==> config.mk <==
export PLATFORM = sky130hd
export DESIGN_NAME = join_level_sync
export DESIGN_NICKNAME = d
export VERILOG_FILES = /design/src/rtl/join_level_sync.sv
export SDC_FILE = /design/constraint.sdc
export NUM_CORES = 1
export LEC_CHECK = 0
export ABC_AREA = 1
export CAP_MARGIN = 5
export CORE_MARGIN = 4
export CORE_UTILIZATION = 46
export DETAILED_ROUTE_END_ITERATION = 10
export HOLD_SLACK_MARGIN = 0.02
export PLACE_DENSITY_LB_ADDON = 0.3
export SYNTH_ARGS = -nofsm -noshare
export SYNTH_HDL_FRONTEND = slang
export SYNTH_SLANG_ARGS = --single-unit
export TNS_END_PERCENT = 5
==> constraint.sdc <==
create_clock -name clk -period 1.65 [get_ports clk]
set_input_delay 0.33 -clock clk [delete_from_list [all_inputs] [get_ports clk]]
set_output_delay 0.33 -clock clk [all_outputs]
set_load 0.005 [all_outputs]
==> src/rtl/join_level_sync.sv <==
// Two-input join: holds one word per channel, emits one joined beat when both slots are full.
// Latency: jval one cycle after the later accept. Backpressure: rdyk drops while slot k waits, and a slot that empties on a join can refill in the same cycle.
// Optional statistics counters are built only when JOIN_STATS_EN is defined.
module join_level_sync #(
    parameter int DW    = 11,
    parameter int CNT_W = 16
) (
    input  logic             clk,
    input  logic             rst,
    input  logic             dval1,
    input  logic [DW-1:0]    d1,
    output logic             rdy1,
    input  logic             dval2,
    input  logic [DW-1:0]    d2,
    output logic             rdy2,
    output logic             jval,
    output logic [DW-1:0]    jd1,
    output logic [DW-1:0]    jd2,
    output logic [CNT_W-1:0] cycle_cnt,
    output logic [CNT_W-1:0] join_cnt
`ifdef JOIN_STATS_EN
    ,
    output logic [CNT_W-1:0] rise1_cnt,
    output logic [CNT_W-1:0] rise2_cnt,
    output logic [CNT_W-1:0] wait_cnt
`endif
);

    logic          pend1, pend2;
    logic [DW-1:0] slot1, slot2;
    logic          acc1, acc2;

    assign jval = pend1 & pend2;
    assign rdy1 = !pend1 | jval;
    assign rdy2 = !pend2 | jval;
    assign acc1 = dval1 & rdy1;
    assign acc2 = dval2 & rdy2;
    assign jd1  = jval ? slot1 : '0;
    assign jd2  = jval ? slot2 : '0;

    // A slot being drained by a join stays pending if it is refilled on the same edge.
    always_ff @(posedge clk or negedge rst) begin
        if (!rst) begin
            pend1 <= 1'b0;
            pend2 <= 1'b0;
            slot1 <= '0;
            slot2 <= '0;
        end else begin
            if (acc1) begin
                pend1 <= 1'b1;
                slot1 <= d1;
            end else if (jval) begin
                pend1 <= 1'b0;
            end
            if (acc2) begin
                pend2 <= 1'b1;
                slot2 <= d2;
            end else if (jval) begin
                pend2 <= 1'b0;
            end
        end
    end

    always_ff @(posedge clk or negedge rst) begin
        if (!rst) begin
            cycle_cnt <= '0;
            join_cnt  <= '0;
        end else begin
            cycle_cnt <= cycle_cnt + 1'b1;
            if (jval)
                join_cnt <= join_cnt + 1'b1;
        end
    end

`ifdef JOIN_STATS_EN
    logic prev1, prev2;

    always_ff @(posedge clk or negedge rst) begin
        if (!rst) begin
            prev1     <= 1'b0;
            prev2     <= 1'b0;
            rise1_cnt <= '0;
            rise2_cnt <= '0;
            wait_cnt  <= '0;
        end else begin
            prev1 <= dval1;
            prev2 <= dval2;
            if (dval1 && !prev1)
                rise1_cnt <= rise1_cnt + 1'b1;
            if (dval2 && !prev2)
                rise2_cnt <= rise2_cnt + 1'b1;
            if (pend1 ^ pend2)
                wait_cnt <= wait_cnt + 1'b1;
        end
    end
`endif

endmodule

# --- Word level (Yosys, flattened, before mapping) ---
# Index checks and enable logic that the tools add are counted.
op_classes:
  n_addsub: 2
  muxes: 5
  n_bitwise: 5
  n_reduce_logical: 4
ops:
  columns: ["operator", "n"]
  rows:
  - ["$add A16 B1 Y16 const B", 2]
  - ["$mux W11", 2]
  - ["$reduce_bool A2 Y1", 2]
  - ["$and A1 B1 Y1", 3]
  - ["$mux W1", 3]
  - ["$logic_not A1 Y1", 2]
  - ["$or A1 B1 Y1", 2]
word_totals:
  reg_bits: 56
  inputBits: 26
  out_inout_bits: 57
  wordCells: 22

# --- Depth between registers and ports, before layout ---
depth:
  ltp_word: 4
  mapped_depth: 9
  mapped_depth_nobuf: 8

# --- Least setup slack after synthesis ---
# OpenSTA, ideal clock, no wires.
synth_timing:
  path_type: "flip-flop to output port"
  start: "register pend1"
  end: "output jd1[0]"
  t_arrival_ns: 0.933
  t_required_ns: 1.320
  path_slack_ns: 0.387
  path_stages_with_launch: 5
  n_path_buf: 2
  cell_sequence: "dfrtp_1 nand2_1 buf_6 clkbuf_1 nor2_1"
synth_between:
  elab_chain_len: 2
synth_lines:
  columns: ["element", "line_no", "text"]
  rows:
  - ["start: declaration", "29", "logic pend1, pend2;"]
  - ["start signal: assignment", "44", "pend1 <= 1'b0;"]
  - ["start signal: assignment", "50", "pend1 <= 1'b1;"]
  - ["start signal: assignment", "53", "pend1 <= 1'b0;"]
  - ["$and A1 B1 Y1", "33", "assign jval = pend1 & pend2;"]
  - ["$mux W11", "38", "assign jd1 = jval ? slot1 : '0;"]
  - ["end: declaration", "17", "output logic [DW-1:0] jd1,"]
# Every way passes these cells.

# --- Worst setup path after layout ---
layout_timing:
  start: "register pend1"
  end: "output jd2[5]"
layout_between:
  elab_chain_len: 2
layout_lines:
  columns: ["element", "line_no", "text"]
  rows:
  - ["$and A1 B1 Y1", "33", null]
  - ["$mux W11", "39", "assign jd2 = jval ? slot2 : '0;"]
  - ["end: declaration", "18", "output logic [DW-1:0] jd2,"]
# Every way passes these cells.

==> flow_summary.ini <==
[outcome]
status = finished, violations left
violations = setup timing

[sta]
max_slew.worst_pin.slew_ns = 0.393
clock.fmax_mhz = 556
final.min_clock_period_ns = 1.80
rsz0062_at_grt = true
fin_ws_ns = -0.149
slew_viol_final = 0
finalClockSkew_ns = 0.00454
relSlewSlack_pct = 73.7
finalHoldViolations = 0
setup_violations = 1
fin_crit_sh_pct = 109

[die]
die_w_um = 83.1
num_rows = 27
fp.dieH_um = 83.1
initial_core_util_pct = 47.1
design.core.area_um2 = 5510
ios = 83
dieArea_um2 = 6910

[grt]
antenna_found_initial = 0
grt_util_all_layers_pct = 17.0
grt-ovfl-total = 0
grt_pass1_vias = 2192
grt_max_degree = 57
grt_pass1_wl_um = 9760

[synth]
synth-simple-area-share_pct = 25.5
yosysTopAreaCell = dfrtp_1
synthMuxAreaShare_pct = 0
synth.avg_cell_area_um2 = 8.37
async_flop_share_pct = 100
synth.net_count = 338
synth-seq-cells = 56
synth_area_um2 = 2600
synth_top_flop_cell = dfrtp_1
synth_edf_count = 0
syn_inst = 310
netlist_top_cells_count = nor2_1 (65), nand2_1 (58), dfrtp_1 (56)
netlist.area_leader.share_pct = 54.0
ys_types = 24
synth-compound-area-share_pct = 4.63
synth-xor-area-share_pct = 6.41
synth_top_family_by_area = simple AND/OR/NAND/NOR gates
netlist_top_cells_area = dfrtp_1 (54%), nor2_1 (9.4%), nand2_1 (8.4%), inv_1 (6.8%), xor2_1 (5.4%)
ys_warn_count = 0
yosysMostFrequentCell = nor2_1
ys_seq_area_share_pct = 54.0
synthAdderAreaFrac_pct = 0.964

[layout]
n_antenna_cell = 0
synthToLayoutAreaGrowth_pct = 37.4
drive_gt1_share_pct = 10.5
finalInstanceArea_um2 = 3570
nNetsFinal = 428

[route]
drtIter0Drc = 65
routed_wl_um = 5660
dr.pass1.iters = 4
drc = 0
vias = 2272
vias_per_cell = 4.80
wl_per_cell_um = 12.0
antenna_left = 0

[worst_hold_path]
min_path_type = flop to flop

[clock_tree]
clk_latency_ns = 0.30
clock-root-buffer = clkbuf_8
cts.clk_slew.worst_paths_ns = 0.09
cts_buffers = 5
cts_tree = built
clockBufferDepth = 2
cts_sinks = 56
htreeDepth = 2

[place]
post-place-ws_ns = 0.0496
dp_hpwl_um = 4330
dpl_cell_area_um2 = 3530
gp_congestion = 0.861
io_buffer_count = 82

[pwr]
peakVddDrop_mv = 0.839
p_leak_nw = 1.79
power_density_nw_per_um2 = 1190

[worst_setup_path]
critical_path_class = flop to output port
cp-end-kind = output port
crit_path_start_kind = flop
crit_fanout = 4
worstPathRequired_ns = 1.32
arrival_ns = 1.47

[job]
cap_violations = 0
[final timing paths]
| kind | endpoint | from | cells after the start | slack [ns] |
|---|---|---|---|---|
| setup reg to reg | join_cnt[10] | pend1 | 6 | 0.18 |
| max in group asynchronous | cycle_cnt[5] | rst | 3 | 0.84 |
| hold / removal | cycle_cnt[0] | cycle_cnt[0] | 1 | 0.48 |
| min in group asynchronous | join_cnt[7] | rst | 3 | 0.55 |
| setup / recovery | jd2[5] | pend1 | 3 | -0.15 |
| hold reg to reg | cycle_cnt[0] | cycle_cnt[0] | 1 | 0.48 |
[routing by layer]
metal | share of wire [%] | global-route usage (%)
met1 | 42 | 20.8
met4 | 1.4 | 5.35
met2 | 50 | 29.3
met5 | 0 | 0
met3 | 6.5 | 4.37
[stage by stage]
| step | TNS [ns] | std cells | hold WS, ns | util, % | total power (W) |
|---|---|---|---|---|---|
| after floorplan | 0 | 310 | 0.0344 | - | 0.00269 |
| after global placement | 0 | 464 | 0.354 | 64.0 | 0.00368 |
| after detailed placement | 0 | 464 | 0.350 | 64.0 | 0.00372 |
| after CTS | -0.395 | 473 | 0.486 | 65.5 | 0.00434 |
| after global routing | -0.317 | 473 | 0.538 | 64.8 | 0.00454 |
| final | -0.149 | 473 | 0.480 | 64.8 | 0.00423 |
[power by group]
part | switching (W) | total, W | internal, W
Sequential | 0.000173 | 0.00187 | 0.00170
Combinational | 0.000837 | 0.00160 | 0.000763
Clock | 0.000414 | 0.000757 | 0.000343
Total | 0.00142 | 0.00423 | 0.00281
[placed cells by master, fill, tap and decap left out, types with 6 or more instances in the layout]
| cell | n |
|---|---|
| a21oi_1 | 22 |
| clkbuf_2 | 15 |
| clkbuf_8 | 6 |
| clkdlybuf4s50_1 | 55 |
| dfrtp_1 | 52 |
| inv_1 | 47 |
| nand2_1 | 57 |
| nand3_1 | 11 |
| nand4_1 | 7 |
| nor2_1 | 65 |
| xor2_1 | 16 |
[worst max-delay path: stages, from the launching register on]
cell	delay (ns)
dfrtp_1	0.39
nand2_2	0.11
nor2_1	0.14
clkdlybuf4s50_1	0.53
[kinds of logic (layout without fill, tap and decap cells)]
kind of cell | count (synthesis) | in the layout
buf+inv | 55 | 146
xor+xnor | 19 | 19
fa+ha+maj | 2 | 2
compound gates | 24 | 24
flops | 56 | 56
simple gates | 154 | 154
[sequential cells by signal (all words and copies together) (netlist names)]
signal	flops
join_cnt	16
slot1	11
pend1	1
cycle_cnt	16
pend2	1
slot2	11
[cell type report]
class / instances / area, um^2
sequential: 56 / 1410
timing repair buffer: 90 / 826
inverter: 48 / 180
clock buffer: 8 / 90.1
tap: 72 / 90.1
multi-input combinational: 199 / 976
fill: 476 / 1940
[what timing repair did]
| item | 4_1_cts | 5_1_grt |
|---|---|---|
| buffers inserted | 0 | 0 |
| resized for setup | 26 | 41 |
| setup endpoints to repair | 25 | 29 |
| cloned | 0 | 0 |
| hold buffers | 1 | 0 |
| hold endpoints to repair | 37 | 0 |
Note: power is estimated with default switching activity, not from simulation.
